$ cat config.mk
export PLATFORM = sky130hd
export DESIGN_NAME = ram_burst_loader
export DESIGN_NICKNAME = d
export VERILOG_FILES = /design/src/rtl/ram_burst_loader.sv
export SDC_FILE = /design/constraint.sdc
export NUM_CORES = 1
export LEC_CHECK = 0
export ABC_AREA = 1
export BUFFER_PORTS_ARGS = -buffer_cell sky130_fd_sc_hd__buf_2
export CAP_MARGIN = 25
export CORE_AREA = 2 2 130 132
export DETAILED_ROUTE_END_ITERATION = 8
export DIE_AREA = 0 0 132 134
export PLACE_DENSITY_LB_ADDON = 0.05
export SLEW_MARGIN = 40
export SYNTH_ARGS = -nofsm -noshare
export SYNTH_HDL_FRONTEND = slang
export SYNTH_SLANG_ARGS = --single-unit
$ cat constraint.sdc
create_clock -name clk -period 1.77 [get_ports clk]
set_input_delay 0.177 -clock clk [delete_from_list [all_inputs] [get_ports clk]]
set_output_delay 0.177 -clock clk [all_outputs]
set_load 0.005 [all_outputs]
$ cat src/rtl/ram_burst_loader.sv
// ram_burst_loader: latches a source word and streams n of its bytes
// (n = min(2^wr, DW/8)) to a byte-wide memory port, one byte per accepted
// write, at incrementing (wrapping) byte addresses.
//
// Optional feature: define RAMLD_BIGEND_EN to add input `be`, latched at
// start; be=1 emits the selected n-byte field most-significant byte first.
//
// state | meaning
// IDLE  | waiting for start; we=0, adq/q hold the last values
// LOAD  | burst in progress; we=1 until the last byte is accepted
module ram_burst_loader #(
    parameter int DW = 64,
    parameter int AW = 16
) (
    input  logic          clk,
    input  logic          rst,
    input  logic          start,
    input  logic [1:0]    wr,
    input  logic [AW-1:0] add,
    input  logic [DW-1:0] d,
    input  logic          mem_rdy,
`ifdef RAMLD_BIGEND_EN
    input  logic          be,
`endif
    output logic          kp,
    output logic          we,
    output logic [AW-1:0] adq,
    output logic [7:0]    q,
    output logic          done
);

    localparam int NB = DW / 8;

    typedef enum logic {IDLE, LOAD} state_t;

    state_t        state_q, state_d;
    logic [DW-1:0] data_q, data_d;
    logic [3:0]    cnt_q, cnt_d;
    logic [2:0]    idx_q, idx_d;
    logic          be_q, be_d;
    logic          kp_q, kp_d;
    logic          we_q, we_d;
    logic [AW-1:0] adq_q, adq_d;
    logic [7:0]    q_q, q_d;
    logic          done_q, done_d;

    logic          be_in;
    logic [3:0]    n_new;
    logic          last;

`ifdef RAMLD_BIGEND_EN
    assign be_in = be;
`else
    assign be_in = 1'b0;
`endif

    // Burst length in bytes, clipped to the source word width.
    function automatic logic [3:0] byte_count(input logic [1:0] code);
        logic [3:0] n;
        n = 4'd1 << code;
        if (n > 4'(NB)) n = 4'(NB);
        return n;
    endfunction

    // Byte k of the burst; big-endian order counts down from the top of the n-byte field.
    function automatic logic [7:0] pick(input logic [DW-1:0] word, input logic [2:0] k,
                                        input logic [3:0] n, input logic big);
        logic [2:0]    sel;
        logic [DW-1:0] sh;
        sel = big ? 3'(n - 4'd1 - {1'b0, k}) : k;
        sh  = word >> {sel, 3'b000};
        return sh[7:0];
    endfunction

    assign last = ({1'b0, idx_q} == (cnt_q - 4'd1));

    // Next-state and next-output computation.
    always_comb begin
        state_d = state_q;
        data_d  = data_q;
        cnt_d   = cnt_q;
        idx_d   = idx_q;
        be_d    = be_q;
        kp_d    = kp_q;
        we_d    = we_q;
        adq_d   = adq_q;
        q_d     = q_q;
        done_d  = 1'b0;
        n_new   = byte_count(wr);
        case (state_q)
            IDLE: begin
                if (start) begin
                    state_d = LOAD;
                    data_d  = d;
                    cnt_d   = n_new;
                    idx_d   = 3'd0;
                    be_d    = be_in;
                    kp_d    = 1'b1;
                    we_d    = 1'b1;
                    adq_d   = add;
                    q_d     = pick(d, 3'd0, n_new, be_in);
                end
            end
            LOAD: begin
                if (we_q && mem_rdy) begin
                    if (last) begin
                        state_d = IDLE;
                        kp_d    = 1'b0;
                        we_d    = 1'b0;
                        done_d  = 1'b1;
                    end else begin
                        idx_d = idx_q + 3'd1;
                        adq_d = adq_q + AW'(1);
                        q_d   = pick(data_q, idx_q + 3'd1, cnt_q, be_q);
                    end
                end
            end
            default: state_d = IDLE;
        endcase
    end

    // State and output registers with synchronous reset.
    always_ff @(posedge clk) begin
        if (rst) begin
            state_q <= IDLE;
            data_q  <= '0;
            cnt_q   <= '0;
            idx_q   <= '0;
            be_q    <= 1'b0;
            kp_q    <= 1'b0;
            we_q    <= 1'b0;
            adq_q   <= '0;
            q_q     <= '0;
            done_q  <= 1'b0;
        end else begin
            state_q <= state_d;
            data_q  <= data_d;
            cnt_q   <= cnt_d;
            idx_q   <= idx_d;
            be_q    <= be_d;
            kp_q    <= kp_d;
            we_q    <= we_d;
            adq_q   <= adq_d;
            q_q     <= q_d;
            done_q  <= done_d;
        end
    end

    assign kp   = kp_q;
    assign we   = we_q;
    assign adq  = adq_q;
    assign q    = q_q;
    assign done = done_q;

endmodule
# ---- Word-level counts from Yosys, hierarchy flattened
# Index checks and enable logic that the tools add are counted.
# W data, S select, Z words.
dict set report totals {
  reg_bits 98
  input_bits 86
  out_inout_bits 27
  wordCells 48
}
dict set report classes {
  add_sub_neg 3
  magnitude_cmp 1
  n_eq_ne 5
  shift 2
  n_mux 22
  bitwise_logic 2
  reduce_logical 5
}
# cell n
set op_table {}
lappend op_table {{$shr A64 B6 Y8} 1}
lappend op_table {{$mux W16} 3}
lappend op_table {{$pmux W16 S2} 1}
lappend op_table {{$mux W8} 3}
lappend op_table {{$add A16 B1 Y16 const B} 1}
lappend op_table {{$pmux W8 S2} 1}
lappend op_table {{$mux W3} 3}
lappend op_table {{$mux W1} 7}
lappend op_table {{$pmux W3 S2} 1}
lappend op_table {{$reduce_and A3 Y1} 2}
lappend op_table {{$eq A3 B4 Y1} 1}
lappend op_table {{$gt A4 B4 Y1 const B} 1}
lappend op_table {{$mux W4} 1}
lappend op_table {{$ne A2 B1 Y1 const B} 2}
lappend op_table {{$ne A2 B2 Y1 const B} 2}
lappend op_table {{$pmux W1 S2} 2}
lappend op_table {{$shl A1 B2 Y4 const A} 1}
lappend op_table {{$sub A4 B1 Y4 const B} 1}
lappend op_table {{$add A3 B1 Y3 const B} 1}
lappend op_table {{$reduce_or A3 Y1} 1}
lappend op_table {{$not A1 Y1} 2}
lappend op_table {{$reduce_and A2 Y1} 1}
lappend op_table {{$logic_and A1 B1 Y1} 1}

# ---- Logic depth before layout (Yosys ltp)
# Gate-level depths: netlist (run 1).
dict set report depth {
  depth_word 5
  mapped_depth 12
  mapped_depth_nobuf 11
}

# ---- Least setup slack after synthesis (run 1)
# Ideal clock, no wire load.
dict set report synth_timing {
  path_kind {reg-to-reg}
  start {register cnt_q[0]}
  end {register adq_q[0] (netlist: adq[0])}
  setup_ns 0.113
  arrival_time_ns 1.555
  path_slack_ns 0.102
  stages_incl_launch_ff 12
  period_less_slack_ns 1.668
  cell_sequence {dfxtp_1 -> inv_1 -> ha_1 -> xnor2_1 -> nor2_1 -> nand3_1 -> nand2_1 -> buf_4 -> buf_4 -> nand3b_1 -> nand2_1 -> nor2_1}
}
dict set report synth_between {
  elab_chain_len 4
}
# item line_no
set synth_rtl {}
lappend synth_rtl {{start: declaration} 38} ;# logic [3:0] cnt_q, cnt_d;
lappend synth_rtl {{start signal: assignment} 138} ;# cnt_q <= cnt_d;
lappend synth_rtl {{$sub A4 B1 Y4} n/a}
lappend synth_rtl {{$eq A3 B4 Y1} 75} ;# assign last = ({1'b0, idx_q} == (cnt_q - 4'd1));
lappend synth_rtl {{$ne A2 B2 Y1 (no source line)} n/a}
lappend synth_rtl {{$reduce_and A3 Y1 (no source line)} n/a}
lappend synth_rtl {{end signal: assignment} 143} ;# adq_q <= adq_d;
lappend synth_rtl {{end: declaration} 43} ;# logic [AW-1:0] adq_q, adq_d;
# Every way passes these cells.
# A chain may end at the register's enable or synchronous reset.

# ---- Final worst setup path (run 1)
dict set report layout_timing {
  start {register cnt_q[0]}
  end {register q_q[5] (netlist: q[5])}
}
dict set report layout_between {
  elab_chain_len 4
}
# item line_no
set layout_rtl {}
lappend layout_rtl {{$sub A4 B1 Y4} n/a}
lappend layout_rtl {{$eq A3 B4 Y1} 75}
lappend layout_rtl {{$ne A2 B2 Y1 (no source line)} n/a}
lappend layout_rtl {{$reduce_and A3 Y1 (no source line)} n/a}
lappend layout_rtl {{end signal: assignment} 144} ;# q_q <= q_d;
lappend layout_rtl {{end: declaration} 44} ;# logic [7:0] q_q, q_d;
# Every way passes these cells.

==> impl_metrics.json, run 1 <==
{
  "die_y_um": 134,
  "hold_path_depth": 3,
  "cts-hold-fix-buffers": 0,
  "synth_cell_types": 26,
  "ys_ff_latch": 98,
  "preCtsSetupSlack_ns": 0.0381,
  "initial_core_util_pct": 29.4,
  "clock.fmax_ghz": 0.606,
  "slowest_delay_ns": 0.34,
  "setup_viol": 0,
  "vdd_ir_drop_max_mv": 0.439,
  "place_inst": 1049,
  "fin_crit_ns": 1.65,
  "regToRegSetupSlack_ns": 0.12,
  "globalRoute.totalOverflow": 0,
  "final_antenna_net_count": 0,
  "diodes": 0,
  "grt.total_usage_pct": 18.0,
  "fin_crit_sh_pct": 93.2,
  "regArea_um2": 1970,
  "path_common_cell": "nor2_1",
  "cp-end-kind": "flip-flop",
  "cap_viol_max_count": 0,
  "hold_path_class": "in -> reg",
  "power_leakage_uw": 0.00280,
  "hold_viol": 0,
  "cp_max_fo": 14,
  "crit_type": "reg -> reg",
  "dieWidth_um": 132,
  "clockBufferDepth": 2,
  "globalplace.congestion": 0.798,
  "tightest_slew_ns": 0.495,
  "final_area_um2": 6060,
  "max_slew_margin_pct": 67.0,
  "syn_nets": 828,
  "hold_path_end": "data_q[49]",
  "timing.rr.end": "q[5]",
  "crit_path_start_kind": "flip-flop",
  "grt_max_degree": 79,
  "root_buffer": "clkbuf_16",
  "setup_slack_ns": 0.120,
  "core_um2": 16300,
  "cts_sinks": 98,
  "slew_violations": 0,
  "rr_worst_depth": 10,
  "synth.avg_cell_area_um2": 6.48,
  "die_area_um2": 17700,
  "wl_per_cell_um": 14.5,
  "cts.clk_slew.worst_paths_ns": 0.07,
  "routed_via_density": 4.63,
  "drt_iter0_markers": 183,
  "crit_path_top_delay_cell": "dfxtp_2",
  "skew_ns": 0.00626,
  "area_delta_synth_final_pct": 26.5,
  "r2r_start": "cnt_q[0]",
  "cts_buffers": 9,
  "drive_gt1_share_pct": 19.6,
  "htree_num_levels": 3,
  "final_common_cell": "nor2_1",
  "utilization_pct": 37.2,
  "io_buffers": 112,
  "fillers": 1843,
  "synth.cell_area_um2": 4790,
  "grt_first_pass_wirelength_um": 25300,
  "cp.required_ns": 2.01,
  "power_density_nw_per_um2": 888,
  "dp_hpwl_um": 10800,
  "routed_wl_um": 15400,
  "rows": 47,
  "synthCells": 739,
  "grt_pass1_vias": 4886,
  "vias": 4935,
  "hold_start": "d[49]",
  "drcViolationCount": 0,
  "clk_latency_ns": 0.35,
  "yosysSeqAreaShare_pct": 41.0,
  "path_cells": "inv_2 > ha_1 > xnor2_1 > nor2_1 > nand3_2 > nand2_4 > clkbuf_16 > nand3b_1 > nand2_1 > nor2_1",
  "cp.arrival_ns": 1.89,
  "io_pins": 113,
  "outcome": "complete, no violations",
  "final_cell_mix": "nor2_1, nand2_1, buf_2, dfxtp_1, o21ai_0",
  "nets": 930,
  "layout.cells.non_filler": 1065,
  "multi_input_area_um2": 2460,
  "grt_antenna_before_repair": 0,
  "placed_area_um2": 5680,
  "drtPass1Iterations": 4,
  "ys_warn_count": 0,
  "tritoncts": "built"
}
## stage by stage
stage	power, µW	setup TNS, ns	hold slack (ns)
2_1_floorplan	3010	0	0.312
3_3_place_gp	3370	0	0.400
3_5_place_dp	3370	0	0.407
4_1_cts	5430	0	0.0429
5_1_grt	5670	-0.00812	0.0555
6_report	5380	0	0.0511
## power breakdown
part	internal [µW]	leakage, µW	switching, µW
logic	352	0.00183	490
clock network	1200	0.000152	844
registers	2380	0.000811	109
total	3930	0.00280	1440
## flip-flops by register name (all words and copies together) (netlist names)
name     count
data_q      64
adq         16
q            8
cnt_q        4
idx_q        3
done         1
state_q      1
we           1
## worst max-delay path: cells and delay by family (launching register included)
family                     cells  cell delay (ns)
and+or+nand+nor                6             0.56
DFF                            1             0.34
adders and majority gates      1             0.29
buffers and inverters          2             0.23
xor gates and xnor gates       1             0.13
## cells in the mapped netlist, drive strengths merged
master,number,area [µm²]
dfxtp,98,1960
nand2,144,543
a211oi,4,30.0
inv,51,194
o211ai,3,22.5
o21bai,1,7.51
nor2,170,638
and2,1,6.26
nand4,6,37.5
buf,23,116
xnor2,3,26.3
a21oi,46,230
o31ai,1,7.51
or2,1,6.26
nand3b,12,90.1
o21ai,93,465
nand3,56,280
clkbuf,23,86.3
ha,3,37.5
## per-layer routing
layer / global-route usage (%) / share of wire (%)
met2: 30.5 / 47
met4: 5.98 / 1.4
met3: 2.34 / 4.1
met1: 23.7 / 48
met5: 0 / 0
## final cells by class
class / instances / area share (%)
multi-input combinational: 544 / 40.7
tap: 220 / 4.55
clock inverter: 2 / 0.579
sequential: 98 / 32.5
clock buffer: 13 / 4.46
inverter: 51 / 3.26
timing repair buffer: 137 / 14.0
## timing repair
action	CTS	global route
gates resized for setup	0	16
setup buffers	0	0
setup endpoints to repair	0	27
## how the worst max path moves through the flow
stage,slack [ns],start,endpoint,cells after the start
after floorplan,0.10,cnt_q[0],adq[0],11
after global placement,0.10,cnt_q[0],q[2],10
after detailed placement,0.04,cnt_q[0],q[5],10
after CTS,0.03,cnt_q[0],q[5],10
after global routing,-0.008,idx_q[0],q[5],7
final,0.12,cnt_q[0],q[5],10
## cells by family after synthesis
logic type	synth area share (%)
DFF	41.0
adders and majority gates	0.784
xor gates and xnor gates	0.549
and+or+nand+nor	33.5
AOI/OAI and AO/OA	15.9
buffers and inverters	8.29
No activity file was read; power rests on OpenSTA's default activity.
==> run 2, diff against run 1 <==
Settings changed: CORE_AREA 2 2 130 132 to 2 2 113 115, DIE_AREA 0 0 132 134 to 0 0 115 117, MAX_ROUTING_LAYER from default to met4.
==> run 2 against run 1 <==
Against the previous run:
- first-iteration DRC count increased by 49%
- sequential cell count unchanged
- wire length decreased by 7.8%
- critical path depth decreased by 1
- sequential power about the same
- clock skew about the same
- final area decreased by 2.1%
- highest routed layer unchanged
==> impl_metrics.json, run 2 (synthesis gave the netlist of run 1 again) <==
{
  "cp.required_ns": 2.01,
  "initial_core_util_pct": 38.9,
  "outcome": "complete, no violations",
  "cp-end-kind": "flip-flop",
  "multi_input_area_um2": 2460,
  "fin_crit_ns": 1.65,
  "r2r_start": "idx_q[1]",
  "fin_crit_sh_pct": 93.2,
  "hold_viol": 0,
  "die_area_um2": 13500,
  "switching_share_pct": 27.3,
  "largest_reg_flops": 64,
  "crit_type": "reg -> reg",
  "area_delta_synth_final_pct": 23.9,
  "grt_max_degree": 70,
  "grt_pass1_vias": 4626,
  "drcViolationCount": 0,
  "power_leakage_uw": 0.00279,
  "hold_path_class": "in -> reg",
  "rr_worst_depth": 9,
  "met3_usage_pct": 2.68,
  "setup_viol": 0,
  "vias": 5025,
  "placed_area_um2": 5560,
  "max_slew_margin_pct": 69.2,
  "grt_util_met1_pct": 29.2,
  "power_density_nw_per_um2": 894,
  "hold_slack_ns": 0.0560,
  "grt_first_pass_wirelength_um": 23100,
  "fillers": 1341,
  "nets": 931,
  "wl_per_cell_um": 14.3,
  "pwr-share-clk_pct": 37.4,
  "rsz0062_at_grt": "yes",
  "drt_iter0_markers": 272,
  "final_cell_mix": "nor2_1, nand2_1, buf_2, dfxtp_1, o21ai_0",
  "crit_family": "adder cells",
  "grt_busiest_layer": "met2",
  "seqPwrFrac_pct": 46.7,
  "cts-hold-fix-buffers": 0,
  "final_area_um2": 5930,
  "core_um2": 12300,
  "crit_path_top_delay_cell": "ha_1",
  "cts_buffers": 9,
  "root_buffer": "clkbuf_16",
  "cp_max_fo": 9,
  "routed_via_density": 5.04,
  "io_buffers": 112,
  "comb_power_share_pct": 15.8,
  "fin_setup_tns_ns": 0,
  "final_common_cell": "nor2_1",
  "skew_ns": 0.00591,
  "die_y_um": 117,
  "internal_power_uw": 3860,
  "cts_sinks": 98,
  "slowest_delay_ns": 0.36,
  "grt_antenna_before_repair": 0,
  "clk_latency_ns": 0.34,
  "timing.rr.end": "q[6]",
  "tightest_slew_ns": 0.462,
  "globalRoute.totalOverflow": 0,
  "regMostFlops": "data_q",
  "use_met2_pct": 36.3,
  "slew_violations": 0,
  "drive_gt1_share_pct": 19.7,
  "cp.arrival_ns": 1.89,
  "dieWidth_um": 115,
  "final_antenna_net_count": 0,
  "hold_path_depth": 3,
  "routed_wl_um": 14200,
  "hold_start": "d[35]",
  "vdd_ir_drop_max_mv": 0.389,
  "path_cells": "ha_1 > inv_1 > buf_4 > a21oi_1 > o21ai_0 > nand3_1 > nand3_1 > nor2_1 > nor2_1",
  "p_sw_uw": 1450,
  "globalplace.congestion": 0.859,
  "grt.total_usage_pct": 22.4,
  "clock.fmax_ghz": 0.606,
  "io_pins": 113,
  "regArea_um2": 1960,
  "clockBufferDepth": 2,
  "diodes": 0,
  "worst-path-buf-inv": 2,
  "dp_hpwl_um": 10100,
  "tritoncts": "built",
  "drtPass1Iterations": 7,
  "rows": 41,
  "regToRegSetupSlack_ns": 0.12,
  "htree_num_levels": 3,
  "hold_path_end": "data_q[35]",
  "crit_path_start_kind": "flip-flop",
  "cap_viol_max_count": 0,
  "cts.clk_slew.worst_paths_ns": 0.07,
  "power.total_uw": 5300
}
## run 2: repair_timing
item                                    4_1_cts  5_1_grt
resized for setup                             0       17
buffers inserted                              0        1
endpoints found under the setup margin        0       27
## run 2: per-layer routing
layer / part of all wire, % / wire (µm)
met1: 47 / 6640
met2: 48 / 6800
met3: 3.9 / 560
met4: 1.5 / 217
met5: 0 / 0
## run 2: worst max-delay path by stage
stage | from | endpoint | slack (ns) | depth (start not counted)
CTS | cnt_q[0] | adq[1] | 0.002 | 10
detailed placement | cnt_q[0] | adq[1] | 0.006 | 10
floorplan | cnt_q[0] | adq[0] | 0.10 | 11
global route | idx_q[0] | q[5] | -0.02 | 9
finish | idx_q[1] | q[6] | 0.12 | 9
global placement | cnt_q[0] | adq[0] | 0.11 | 10
## run 2: power by group through the flow
stage	sequential, µW	combinational, µW	clock (µW)
after floorplan	2500	513	0
after global placement	2520	817	0
after detailed placement	2530	824	0
after CTS	2480	830	2030
after global routing	2500	966	2130
final	2480	840	1990
## run 2: layout make-up
cell class              count  area share (%)
clock buffers              11            4.09
inverters                  51            3.38
well taps                 150            3.17
flip-flops and latches     98            33.1
repair buffers            138            13.8
multi-input cells         544            41.5
clock inverters             5           0.907
## run 2: worst register-to-register path, stage by stage, from the launching register on
cell and delay, ns:
dfxtp_1 0.31, ha_1 0.36, inv_1 0.07, buf_4 0.17, a21oi_1 0.13, o21ai_0 0.14, nand3_1 0.11, nand3_1 0.08
nor2_1 0.12, nor2_1 0.05
## run 2: through the flow
| step | utilization (%) | cells | setup slack, ns |
|---|---|---|---|
| final | 48.2 | 997 | 0.120 |
| after global routing | 48.2 | 997 | -0.0198 |
| after CTS | 47.6 | 996 | 0.00222 |
| after detailed placement | 45.2 | 980 | 0.00604 |
| after global placement | 45.2 | 980 | 0.111 |
| after floorplan | - | 739 | 0.102 |
==> run 3, diff against run 2 <==
Clock period 1.77 ns to 1.4 ns, I/O delays scaled along.
==> run 3 against run 2 <==
Against the previous run:
- sequential share of layout area shrank 1.5 points
- clock power grew 19%
- non-clock buffer count grew 28
- largest power group unchanged
- maximum frequency grew 1.2%
- the run now ends with setup timing left
- via count grew 3.1%
==> impl_metrics.json, run 3 (synthesis gave the netlist of run 1 again) <==
{
  "hold_path_end": "data_q[20]",
  "clockBufferDepth": 2,
  "drtPass1Iterations": 5,
  "globalRoute.totalOverflow": 0,
  "clk_latency_ns": 0.35,
  "initial_core_util_pct": 38.9,
  "outcome": "finished with violations",
  "p_sw_uw": 1860,
  "die_y_um": 117,
  "regMostFlops": "data_q",
  "pwr-share-clk_pct": 35.4,
  "r2r_start": "cnt_q[1]",
  "vias": 5181,
  "vdd_ir_drop_max_mv": 0.759,
  "root_buffer": "clkbuf_16",
  "htree_num_levels": 3,
  "fin_crit_ns": 1.63,
  "final_common_cell": "nor2_1",
  "diodes": 0,
  "dieWidth_um": 115,
  "switching_share_pct": 27.9,
  "slew_violations": 0,
  "dp_hpwl_um": 10700,
  "cp_max_fo": 3,
  "cp-end-kind": "flip-flop",
  "drcViolationCount": 0,
  "io_pins": 113,
  "wl_per_cell_um": 14.6,
  "cp.arrival_ns": 1.85,
  "layout.cells.non_filler": 1025,
  "hold_viol": 0,
  "power_leakage_uw": 0.00296,
  "cts-hold-fix-buffers": 0,
  "setup_viol": 30,
  "final_antenna_net_count": 0,
  "area_delta_synth_final_pct": 29.8,
  "fin_crit_sh_pct": 117,
  "cap_viol_max_count": 0,
  "internal_power_uw": 4800,
  "hold_path_depth": 3,
  "routed_wl_um": 14900,
  "rr_worst_depth": 10,
  "regToRegSetupSlack_ns": -0.23,
  "rsz0062_at_grt": "yes",
  "cts.clk_slew.worst_paths_ns": 0.07,
  "hold_path_class": "in -> reg",
  "violations": "setup timing",
  "grt.total_usage_pct": 23.3,
  "routed_via_density": 5.05,
  "hold_start": "d[20]",
  "timing.rr.end": "adq[9]",
  "seqPwrFrac_pct": 47.2,
  "drt_iter0_markers": 351,
  "die_area_um2": 13500,
  "tightest_slew_ns": 0.364,
  "fillers": 1313,
  "grt_pass1_vias": 4779,
  "grt_max_degree": 51,
  "core_um2": 12300,
  "crit_type": "reg -> reg",
  "cp.required_ns": 1.62,
  "crit_path_start_kind": "flip-flop",
  "setup_slack_ns": -0.231,
  "tritoncts": "built",
  "cts_buffers": 9,
  "comb_power_share_pct": 17.5,
  "largest_reg_flops": 64,
  "nets": 959,
  "max_slew_margin_pct": 75.7,
  "hold_slack_ns": 0.0113,
  "place_inst": 1007,
  "skew_ns": 0.0102,
  "globalplace.congestion": 0.881,
  "io_buffers": 112,
  "grt_antenna_before_repair": 0,
  "rows": 41,
  "cts_sinks": 98,
  "drive_gt1_share_pct": 24.6,
  "final_cell_mix": "nor2_1, nand2_1, buf_2, dfxtp_1, o21ai_0",
  "power_density_nw_per_um2": 1070,
  "grt_first_pass_wirelength_um": 23800,
  "clock.fmax_ghz": 0.613
}
==> run 3: worst max path at each step <==
stage                        start        to  slack, ns  cells after the start
after global routing      cnt_q[1]    adq[9]      -0.31                     10
after floorplan           cnt_q[0]    adq[0]      -0.13                     11
after global placement    cnt_q[1]  idx_q[1]      -0.25                     10
after CTS                 cnt_q[1]  idx_q[2]      -0.22                     10
final                     cnt_q[1]    adq[9]      -0.23                     10
after detailed placement  cnt_q[1]  idx_q[2]      -0.30                     10
==> run 3: through the flow <==
| step | utilization [%] | setup slack (ns) | TNS, ns | cell area [µm²] | total power, µW |
|---|---|---|---|---|---|
| floorplan | - | -0.130 | -2.69 | 4850 | 3830 |
| global placement | 47.2 | -0.253 | -6.33 | 5810 | 4320 |
| detailed placement | 47.2 | -0.295 | -7.49 | 5810 | 4330 |
| CTS | 49.9 | -0.217 | -5.66 | 6140 | 6710 |
| global route | 50.5 | -0.306 | -7.90 | 6210 | 7020 |
| finish | 50.5 | -0.231 | -5.32 | 6210 | 6660 |
==> run 3: power groups by stage <==
stage	clock [µW]	sequential, µW	combinational (µW)
2_1_floorplan	0	3160	665
3_3_place_gp	0	3200	1110
3_5_place_dp	0	3200	1120
4_1_cts	2420	3140	1150
5_1_grt	2530	3160	1320
6_report	2360	3140	1160
==> run 3: what timing repair did <==
item / CTS / global route
resized for setup: 10 / 24
buffers inserted: 2 / 0
endpoints found under the setup margin: 28 / 47
pin swaps: 5 / 5
==> run 3: critical path, stage by stage (launching register included) <==
cell and delay, ns:
dfxtp_2 0.34, inv_2 0.05, ha_4 0.23, xnor2_1 0.12
nor2_1 0.15, nand3_2 0.12, nand2_4 0.14, nand2_4 0.09
buf_4 0.15, nand2_1 0.05, a21oi_1 0.06
==> run 3: area by class of cell <==
class | instances | area [µm²] | area share [%]
tap | 150 | 188 | 3.02
multi-input combinational | 544 | 2520 | 40.5
inverter | 51 | 209 | 3.36
clock inverter | 5 | 28.8 | 0.463
timing repair buffer | 166 | 1050 | 16.9
clock buffer | 11 | 253 | 4.07
sequential | 98 | 1970 | 31.6
==> run 3: metal layers <==
layer  up-vias  GRT usage [%]  part of all wire (%)
li1       2644              -                     -
met1      2379           29.3                    46
met2       132           37.9                    47
met3        26           2.68                   3.9
met4         0           10.7                   3.0
met5         -              -                     0
